File: config.mk
export PLATFORM = sky130hd
export DESIGN_NAME = sia_receiver
export DESIGN_NICKNAME = d
export VERILOG_FILES = /design/src/rtl/sia_receiver.sv
export SDC_FILE = /design/constraint.sdc
export NUM_CORES = 1
export LEC_CHECK = 0
export ABC_AREA = 1
export CORE_ASPECT_RATIO = 0.6
export CORE_MARGIN = 2
export CORE_UTILIZATION = 56
export DETAILED_ROUTE_END_ITERATION = 6
export PLACE_DENSITY_LB_ADDON = 0.1
export SETUP_SLACK_MARGIN = 0.5
export SLEW_MARGIN = 10
export SYNTH_ARGS = -nofsm -noshare
export SYNTH_HDL_FRONTEND = slang
export SYNTH_SLANG_ARGS = --single-unit
export TNS_END_PERCENT = 5
File: constraint.sdc
create_clock -name clk_i -period 2.6 [get_ports clk_i]
set_input_delay 0.52 -clock clk_i [delete_from_list [all_inputs] [get_ports clk_i]]
set_output_delay 0.52 -clock clk_i [all_outputs]
set_load 0.05 [all_outputs]
File: src/rtl/sia_receiver.sv
// Asynchronous serial receiver: synchronizes rxd/rxc, recovers mid-bit sample points from
// rxd/rxc edges and shifts received bits into the MSB of a right-shifting register.
module sia_receiver #(
   parameter int unsigned SHIFT_REG_WIDTH = 64,
   parameter int unsigned BAUD_RATE_WIDTH = 32
) (
   input  logic                       clk_i,
   input  logic                       reset_i,
   input  logic [5:0]                 bits_i,
   input  logic [BAUD_RATE_WIDTH-1:0] baud_i,
   input  logic                       eedd_i,
   input  logic                       eedc_i,
   input  logic                       rxd_i,
   input  logic                       rxc_i,
   output logic [SHIFT_REG_WIDTH-1:0] dat_o,
   output logic                       idle_o,
   output logic                       sample_to
);

   localparam logic [BAUD_RATE_WIDTH-1:0] BaudOne = BAUD_RATE_WIDTH'(1);

   logic                       r_rxd_meta, r_rxd_sync, r_rxd_prev;
   logic                       r_rxc_meta, r_rxc_sync, r_rxc_prev;
   logic [BAUD_RATE_WIDTH-1:0] r_baud;
   logic [5:0]                 r_bits;
   logic [SHIFT_REG_WIDTH-1:0] r_dat;
   logic                       r_sample;

   logic                       w_idle;
   logic                       w_start;
   logic                       w_edge;
   logic                       w_sample;
   logic [BAUD_RATE_WIDTH-1:0] w_baud_d;
   logic [5:0]                 w_bits_d;
   logic [SHIFT_REG_WIDTH-1:0] w_dat_d;

   always_comb begin
      w_idle   = (r_bits == 6'd0);
      w_start  = w_idle & r_rxd_prev & ~r_rxd_sync;
      w_edge   = (eedd_i & (r_rxd_prev ^ r_rxd_sync)) |
                 (eedc_i & r_rxc_sync & ~r_rxc_prev);
      // Any resync (including the frame start) wins over the sample/reload of this clock.
      w_sample = ~w_edge & ~w_start & (r_baud == '0);

      w_baud_d = r_baud - BaudOne;
      if (w_edge || w_start) begin
         w_baud_d = baud_i >> 1;
      end else if (w_sample) begin
         w_baud_d = baud_i;
      end

      w_bits_d = r_bits;
      w_dat_d  = r_dat;
      if (w_start) begin
         w_bits_d = bits_i;
      end else if (w_sample && !w_idle) begin
         w_bits_d = r_bits - 6'd1;
         w_dat_d  = {r_rxd_sync, r_dat[SHIFT_REG_WIDTH-1:1]};
      end
   end

   always_ff @(posedge clk_i or negedge reset_i) begin
      if (!reset_i) begin
         r_rxd_meta <= 1'b1;
         r_rxd_sync <= 1'b1;
         r_rxd_prev <= 1'b1;
         r_rxc_meta <= 1'b0;
         r_rxc_sync <= 1'b0;
         r_rxc_prev <= 1'b0;
         r_baud     <= '0;
         r_bits     <= 6'd0;
         r_dat      <= '1;
         r_sample   <= 1'b0;
      end else begin
         r_rxd_meta <= rxd_i;
         r_rxd_sync <= r_rxd_meta;
         r_rxd_prev <= r_rxd_sync;
         r_rxc_meta <= rxc_i;
         r_rxc_sync <= r_rxc_meta;
         r_rxc_prev <= r_rxc_sync;
         r_baud     <= w_baud_d;
         r_bits     <= w_bits_d;
         r_dat      <= w_dat_d;
         r_sample   <= w_sample;
      end
   end

   assign dat_o     = r_dat;
   assign idle_o    = w_idle;
   assign sample_to = r_sample;

endmodule

# Word level (Yosys, flattened, before mapping)
# Index checks and enable logic that the tools add are counted.
# op_classes
add_sub_neg,2
mul,0
div_mod_pow,0
n_lt_le_gt_ge,0
eq_ne,0
shifts,0
mux,4
bitwise_logic,13
reduce_logical,7
# op_table
operator,n
32-bit 2-to-1 mux,2
32-bit logical NOT,1
32-bit by 1-bit subtractor with 32-bit output (second input constant),1
6-bit 2-to-1 mux,2
1-bit bitwise AND,7
6-bit logical NOT,1
6-bit by 1-bit subtractor with 6-bit output (second input constant),1
1-bit inverter,4
2-bit AND reduction,1
2-bit nonzero test,1
1-bit logical AND,1
1-bit logical NOT,1
1-bit logical OR,1
1-bit bitwise OR,1
1-bit bitwise XOR,1
# totals
reg_bits,109
latchBits,0
ramBits,0
rom_bits,0
output_inout_bits,66
wordCells,36
memories,0

# Longest topological paths before layout
# Gate-level depths: netlist (run 1).
# depth
ltp_word,9
mapped_depth,12
ltp_nobuf,11

# Least setup slack after synthesis (run 1)
# No wires, ideal clock.
# synth_path
kind,register to register
start,reg r_baud[0]
end,reg r_dat[41] (netlist: dat_o[41])
arrival_time_ps,1638
required_ps,2524
path_slack_ps,886
stages_incl_launch_ff,12
n_path_buf,2
period_less_slack_ps,1714
cell_sequence,dfrtp_1 inv_1 ha_1 nand2_2 nor2_4 nand2_2 nor2_1 nand3_2 buf_4 buf_6 nand2_1 nand2_1
# synth_via
elab_chain_len,4
# synth_rtl
element,line,source
from (decl),24,logic [BAUD_RATE_WIDTH-1:0] r_baud;
from (signal assigned),81,r_baud <= w_baud_d;
32-bit logical NOT,43,w_sample = ~w_edge & ~w_start & (r_baud == '0);
1-bit bitwise AND,43,
1-bit logical AND,56,end else if (w_sample && !w_idle) begin
2-bit AND reduction (no source line),n/a,
to (signal assigned),83,r_dat <= w_dat_d;
to (decl),26,logic [SHIFT_REG_WIDTH-1:0] r_dat;
# Every way passes these cells.
# A chain may end at the register's enable or synchronous reset.

# Worst setup path in the final report (run 1)
# layout_path
start,reg r_dat[41] (netlist: dat_o[41])
end,out dat_o[41]
# layout_lines
element,line,source
to (decl),15,"output logic [SHIFT_REG_WIDTH-1:0] dat_o,"
# No word-level cell between the ends.

==> results of run 1 <==
synthesized netlist by cell type (10+ instances only):
| cell type | n | area share (%) |
|---|---|---|
| nand2_1 | 363 | 24 |
| nor2_1 | 75 | 5.0 |
| dfstp_2 | 67 | 31 |
| inv_1 | 58 | 3.9 |
| nand3_1 | 49 | 4.4 |
| dfrtp_1 | 42 | 19 |
| o21ai_0 | 21 | 1.9 |
| o21ai_1 | 11 | 0.98 |
| nor2_2 | 10 | 1.1 |
how the worst max path moves through the flow:
stage               startpoint          to  cells after the start  slack (ps)
floorplan            r_baud[0]   dat_o[41]                     11         890
global placement        eedc_i   r_baud[5]                     10         400
detailed placement      eedc_i  r_baud[19]                      9         330
CTS                  dat_o[63]   dat_o[63]                      1         350
global route         dat_o[63]   dat_o[63]                      1         320
finish               dat_o[41]   dat_o[41]                      1         350
area by class of cell:
| class | instances | area (µm²) |
|---|---|---|
| clock buffer | 10 | 239 |
| tap | 135 | 169 |
| fill | 765 | 2650 |
| timing repair buffer | 120 | 1210 |
| sequential | 109 | 2810 |
| clock inverter | 6 | 45.0 |
| inverter | 63 | 241 |
| multi-input combinational | 569 | 2450 |
routing by layer:
layer / GRT usage, % / wire length (µm)
met2: 41.3 / 6290
met1: 43.2 / 7380
met5: 0 / 0
met4: 6.28 / 118
met3: 10.1 / 1760
where the power goes:
group          switching [mW]  leakage (nW)  total, mW  internal [mW]
Clock                   0.668         0.145       1.36          0.687
Sequential              0.134          1.18       1.95           1.81
Combinational           0.426          2.08      0.687          0.262
Total                    1.23          3.41       3.99           2.76
per-stage QoR:
step | setup slack [ps] | area (µm²)
3_5_place_dp | 332 | 6850
4_1_cts | 348 | 7130
3_3_place_gp | 401 | 6850
2_1_floorplan | 886 | 5620
6_report | 352 | 7160
5_1_grt | 324 | 7160
flip-flops by register name (all words and copies together), names as in the netlist:
| signal | count |
|---|---|
| dat_o | 64 |
| r_baud | 32 |
| r_bits | 6 |
| r_rxc_meta | 1 |
| r_rxc_prev | 1 |
| r_rxc_sync | 1 |
| r_rxd_meta | 1 |
| r_rxd_prev | 1 |
| r_rxd_sync | 1 |
| sample_to | 1 |
cell families after synthesis:
group,Yosys count,synth area share [%]
buf+inv,85,6.55
simple gates,516,37.3
xor+xnor,14,2.18
compound gates,36,3.25
flops,109,50.1
fa+ha+maj,3,0.669
repair_timing:
item	4_1_cts	5_1_grt
endpoints found under the setup margin	87	157
buffers inserted	0	1
hold buffers	0	0
resized for setup	4	10
pin swaps	0	1
==> flow_metrics.tcl, run 1 <==
set metrics [dict create \
    rrSetupSlack_ps 480 \
    ir_worst_vdd_uv 453 \
    skew_ps 12.5 \
    fin_util_pct 73.0 \
    totalPowerFinal_mw 3.99 \
    drive_above_1_share_pct 13.6 \
    grt_usage_pct 29.1 \
    grt_max_degree 110 \
    path_cells "clkdlybuf4s50_1" \
    port_buffers 109 \
    setup_viol 0 \
    wl_um 15500 \
    antenna_cells 0 \
    clk_path_buf_depth 2 \
    dieArea_um2 10900 \
    hp-class "input port to asynchronous set/reset pin" \
    synthArstFlopShare_pct 100 \
    cts-htree-levels 3 \
    clk_latency_ps 360 \
    min_period_ps 2250 \
    place_congestion 0.959 \
    ios 110 \
    yosysUniqueCellTypes 26 \
    numClockSinks 109 \
    arrival_ps 1730 \
    crit_fanout 3 \
    core_um2 9810 \
    cap_violations 0 \
    start_kind "flip-flop" \
    r2r-end "dat_o[51]" \
    die_w_um 133 \
    slowest_delay_ps 810 \
    layout_common_cells "362 x nand2_1, 99 x clkdlybuf4s50_1, 74 x nor2_1" \
    cts-root-buf "clkbuf_16" \
    vias 5312 \
    avgViaCountPerCell 5.25 \
    ant_nets 0 \
    syn_area_um2 5620 \
    reg2reg_from "r_baud[0]" \
    crit_family "buffers and inverters" \
    reg2reg_depth 11 \
    grt_pass1_vias 4763 \
    syn_area_per_cell_um2 7.36 \
    syn_to_final_growth_pct 27.6 \
    drc 0 \
    worstSetupPathType "flip-flop to primary output" \
    syn-instance-count 763 \
    cts_buffers 9 \
    cts_tree "built" \
    wire_per_inst_um 15.4 \
    placed_cells 995 \
    drt_iter0_markers 580 \
    overflow 0 \
    start_util_pct 57.2 \
    worstPathRequired_ps 2080 \
    crit_path_end_kind "primary output" \
    rsz0062_at_grt "true" \
    hpwlAfterDp_um 11100 \
    die_y_um 81.6 \
    fmax_ghz 0.445 \
    holdWs_ps 214 \
    finalHoldViolCount 0 \
    finalNonFillerCells 1012 \
    slowest_stage "clkdlybuf4s50_1" \
    timing.critical_path.buf_inv 1 \
    ys_ff_latch 109 \
    grt_pass1_wl_um 24300 \
    syn-num-nets 810 \
    nets 919 \
    drt_pass1_iterations 5 \
    status "finished, final reports clean" \
    ys.flop_type "dfstp_2" \
    tightest_slew_ps 578 \
    grt_antenna_before_repair 0 \
    num_rows 28 \
    setup_tns_ps 0 \
    layout_commonest_cell "nand2_1" \
    drv_slew 0 \
    ys_seq_area_share_pct 50.1 \
    clkTransAtPathRegs_ps 80 \
    yosysWarnings 0 \
    synth_edf_count 0 \
    p_leak_nw 3.41 \
    max_slew_margin_pct 61.4 \
    power.density_nw_per_um2 557 \
    fin_crit_sh_pct 86.5 \
]
No activity file was read; power rests on OpenSTA's default activity.
==> inputs of run 2 (changes only) <==
--- a/config.mk
+++ b/config.mk
@@ -8,7 +8,7 @@
 export ABC_AREA = 1
 export CORE_ASPECT_RATIO = 0.6
 export CORE_MARGIN = 2
-export CORE_UTILIZATION = 56
+export CORE_UTILIZATION = 50
 export DETAILED_ROUTE_END_ITERATION = 6
 export PLACE_DENSITY_LB_ADDON = 0.1
 export SETUP_SLACK_MARGIN = 0.5
==> run 2 against run 1 <==
Effect of this change:
- via count fell by 0.64%
- utilization down 6.3 points
- sequential share of layout area barely moved
- combinational power is essentially flat
- global-route usage fell by 3.0 points
- critical path depth did not move
- largest cell class unchanged
==> flow_metrics.tcl, run 2 (same netlist as run 1, synthesis figures left out) <==
set metrics [dict create \
    finalHoldViolCount 0 \
    crit_family "buffers and inverters" \
    fin_crit_sh_pct 86.3 \
    ios 110 \
    die_w_um 141 \
    multi_input_comb_area_um2 2440 \
    arrival_ps 1720 \
    grt_pass1_vias 4738 \
    power.density_nw_per_um2 555 \
    totalPowerFinal_mw 3.98 \
    grt_usage_pct 26.1 \
    ir_worst_vdd_uv 347 \
    placed_cells 997 \
    cts_buffers 9 \
    slowest_delay_ps 820 \
    regArea_um2 2810 \
    crit_path_end_kind "primary output" \
    die_y_um 86.1 \
    overflow 0 \
    num_rows 29 \
    fmax_ghz 0.446 \
    drc 0 \
    drt_pass1_iterations 6 \
    status "finished, final reports clean" \
    p_leak_nw 3.40 \
    cts-root-buf "clkbuf_16" \
    cap_violations 0 \
    layout_common_cells "362 x nand2_1, 100 x clkdlybuf4s50_1, 75 x nor2_1" \
    worstSetupPathType "flip-flop to primary output" \
    setup_viol 0 \
    slowest_stage "clkdlybuf4s50_1" \
    cts-htree-levels 3 \
    start_util_pct 52.3 \
    setup_tns_ps 0 \
    port_buffers 109 \
    finalNonFillerCells 1015 \
    placed_cell_area_um2 6840 \
    timing.critical_path.buf_inv 1 \
    fin_ws_ps 357 \
    core_um2 10700 \
    cts_tree "built" \
    wl_um 15200 \
    worstPathRequired_ps 2080 \
    skew_ps 9.09 \
    rsz0062_at_grt "true" \
    clk_path_buf_depth 2 \
    path_cells "clkdlybuf4s50_1" \
    tightest_slew_ps 626 \
    nets 918 \
    grt_pass1_wl_um 24600 \
    largest_reg_flops 64 \
    start_kind "flip-flop" \
    stdcell_area_um2 7170 \
    max_slew_margin_pct 58.2 \
    antenna_cells 0 \
    wire_per_inst_um 15.0 \
    clk_latency_ps 350 \
    min_period_ps 2240 \
    avgViaCountPerCell 5.20 \
    clkTransAtPathRegs_ps 80 \
    vias 5278 \
    dieArea_um2 12100 \
    layout_commonest_cell "nand2_1" \
    fillers 927 \
    hpwlAfterDp_um 11200 \
    numClockSinks 109 \
    place_ws_ps 334 \
    ant_nets 0 \
    hp-class "input port to asynchronous set/reset pin" \
    drive_above_1_share_pct 13.4 \
    place_congestion 0.985 \
    drv_slew 0 \
    syn_to_final_growth_pct 27.6 \
    grt_max_degree 65 \
    grt_antenna_before_repair 0 \
    crit_fanout 3 \
    drt_iter0_markers 640 \
]
[run 2: metrics by stage]
stage                     utilization, %  hold slack, ps
after floorplan                        -             224
after global placement              63.7             337
final                               66.7             170
after global routing                66.7             197
after detailed placement            63.7             345
after CTS                           66.4             190
[run 2: worst paths after layout]
kind / start / depth (start not counted) / end / slack, ps
worst min-delay path: reset_i / 1 / r_baud[1] / 170
worst max register to register: r_baud[0] / 11 / dat_o[4] / 550
worst max-delay path: dat_o[4] / 1 / dat_o[4] / 360
min in group clk_i: r_rxc_meta / 0 / r_rxc_sync / 350
max in group asynchronous: reset_i / 2 / dat_o[34] / 1630
worst min register to register: r_rxc_meta / 0 / r_rxc_sync / 350
[run 2: layer usage]
layer / up-vias / GRT usage [%] / part of all wire, %
met2: 266 / 35.1 / 39
met1: 2437 / 41.8 / 49
met5: - / 0 / 0
met3: 15 / 7.76 / 11
met4: 0 / 4.00 / 0.53
li1: 2560 / - / -
[run 2: layout make-up]
| cell class | count | share of cell area, % |
|---|---|---|
| clock buffers | 9 | 3.14 |
| clock inverters | 7 | 1.01 |
| inverters | 63 | 3.34 |
| multi-input cells | 569 | 34.0 |
| flip-flops and latches | 109 | 39.2 |
| well taps | 139 | 2.43 |
| repair buffers | 119 | 16.8 |
[run 2: repair_timing]
item | CTS | global route
gates resized for setup | 3 | 7
buffers inserted | 0 | 2
pin swaps | 0 | 1
hold buffers | 0 | 0
setup endpoints to repair | 65 | 154
[run 2: report_power, final]
group | switching, mW | total, mW | internal, mW
logic | 0.426 | 0.686 | 0.260
clock network | 0.676 | 1.35 | 0.676
registers | 0.126 | 1.94 | 1.81
total | 1.23 | 3.98 | 2.75
==> inputs of run 3 (changes only) <==
--- a/config.mk
+++ b/config.mk
@@ -6,9 +6,9 @@
 export NUM_CORES = 1
 export LEC_CHECK = 0
 export ABC_AREA = 1
-export CORE_ASPECT_RATIO = 0.6
+export CORE_ASPECT_RATIO = 2
 export CORE_MARGIN = 2
-export CORE_UTILIZATION = 50
+export CORE_UTILIZATION = 55
 export DETAILED_ROUTE_END_ITERATION = 6
 export PLACE_DENSITY_LB_ADDON = 0.1
 export SETUP_SLACK_MARGIN = 0.5
==> run 3 against run 2 <==
Effect of this change:
- die area is 8.6% lower
- via count is 1.9% higher
- fmax is 0.34% lower
- hold slack worse by 74 ps
- highest routed layer unchanged
- clock power hardly changed
- global-route usage is 4.1 points higher
- wire length is 7.1% higher
==> flow_metrics.tcl, run 3 (same netlist as run 1, synthesis figures left out) <==
set metrics [dict create \
    status "finished, final reports clean" \
    crit_path_end_kind "primary output" \
    rsz0062_at_grt "true" \
    core_um2 10000 \
    fmax_ghz 0.444 \
    p_leak_nw 3.44 \
    numClockSinks 109 \
    drc 0 \
    antenna_cells 0 \
    wl_met1_um 5570 \
    hpwlAfterDp_um 11800 \
    placed_cell_area_um2 6910 \
    clkTransAtPathRegs_ps 80 \
    die_y_um 147 \
    min_period_ps 2250 \
    finalHoldViolCount 0 \
    num_rows 52 \
    crit_family "buffers and inverters" \
    clk_path_buf_depth 2 \
    largest_reg_flops 64 \
    p_clk_share_pct 33.5 \
    avgViaCountPerCell 5.24 \
    ir_worst_vdd_uv 433 \
    overflow 0 \
    grt_antenna_before_repair 0 \
    reg2reg_depth 11 \
    layout_commonest_cell "nand2_1" \
    switchingPower_mw 1.21 \
    start_util_pct 56.0 \
    grt_pass1_wl_um 25400 \
    p_sw_share_pct 30.5 \
    layout_common_cells "362 x nand2_1, 100 x clkdlybuf4s50_1, 72 x nor2_1" \
    dr_wl_met3_um 880 \
    worstSetupPathType "flip-flop to primary output" \
    r2r-end "dat_o[4]" \
    ios 110 \
    drt_pass1_iterations 6 \
    arrival_ps 1730 \
    stdcell_area_um2 7310 \
    grt_max_degree 70 \
    grt_usage_pct 30.2 \
    path_cells "clkdlybuf4s50_1" \
    tightest_slew_ps 560 \
    drt_iter0_markers 280 \
    vias 5376 \
    setup_tns_ps 0 \
    die_w_um 75.5 \
    dieArea_um2 11100 \
    wire_per_inst_um 15.9 \
    fin_crit_sh_pct 86.5 \
    setup_viol 0 \
    max_slew_margin_pct 62.5 \
    reg2reg_from "r_baud[0]" \
    skew_ps 14.2 \
    rrSetupSlack_ps 560 \
    drive_above_1_share_pct 15.3 \
    slowest_stage "clkdlybuf4s50_1" \
    port_buffers 109 \
    cts_buffers 9 \
    hp-class "input port to asynchronous set/reset pin" \
    cts-htree-levels 3 \
    fin_util_pct 73.0 \
    cap_violations 0 \
    ant_nets 0 \
    power.share.combinational_pct 17.7 \
    maxUsedRoutingLayer "met4" \
    syn_to_final_growth_pct 30.2 \
    place_congestion 0.949 \
    slowest_delay_ps 850 \
    nets 933 \
    holdWs_ps 96.4 \
    grt_pass1_vias 5378 \
    cts_tree "built" \
    worstPathRequired_ps 2080 \
    seqPwrFrac_pct 48.8 \
    totalPowerFinal_mw 3.97 \
    clk_latency_ps 350 \
    cts-root-buf "clkbuf_16" \
    crit_fanout 3 \
    start_kind "flip-flop" \
    wl_met2_um 8810 \
    wl_um 16300 \
    internal_power_mw 2.76 \
    fillers 837 \
    power.density_nw_per_um2 543 \
    timing.critical_path.buf_inv 1 \
    drv_slew 0 \
]
==> run 3: power groups by stage <==
stage	clock network [mW]	logic (mW)	registers (mW)
CTS	1.36	0.690	1.93
finish	1.33	0.702	1.94
floorplan	0	0.447	1.92
global route	1.43	0.788	1.95
detailed placement	0	0.685	1.96
global placement	0	0.666	1.96
==> run 3: through the flow <==
step | worst slack [ps] | cells
floorplan | 886 | 763
global placement | 409 | 1001
detailed placement | 345 | 1001
CTS | 353 | 1017
global route | 320 | 1026
finish | 350 | 1026
==> run 3: what timing repair did <==
| action | CTS | global route |
|---|---|---|
| pin swaps | 0 | 2 |
| hold buffers | 0 | 0 |
| setup buffers | 0 | 8 |
| cloned | 0 | 1 |
| endpoints found under the setup margin | 135 | 161 |
| gates resized for setup | 6 | 16 |
| endpoints found under the hold margin | 0 | 0 |
==> run 3: worst max-delay path by stage <==
stage / from / to / slack [ps] / depth (start not counted)
after floorplan: r_baud[0] / dat_o[41] / 890 / 11
after global placement: eedc_i / r_baud[19] / 410 / 9
after detailed placement: eedc_i / r_baud[12] / 350 / 9
after CTS: dat_o[26] / dat_o[26] / 350 / 1
after global routing: dat_o[31] / dat_o[31] / 320 / 1
final: dat_o[33] / dat_o[33] / 350 / 1
==> run 3: cell type report <==
type / instances / area [µm²] / area share, %
clock inverter: 6 / 53.8 / 0.736
tap: 135 / 169 / 2.31
timing repair buffer: 134 / 1340 / 18.3
clock buffer: 10 / 229 / 3.13
multi-input combinational: 569 / 2470 / 33.7
sequential: 109 / 2810 / 38.4
inverter: 63 / 246 / 3.37
==> run 3: per-layer routing <==
layer	global-route usage, %	vias to the layer above
met5	0	-
met2	51.6	184
met3	7.41	66
met4	18.2	0
met1	31.9	2539
li1	-	2587
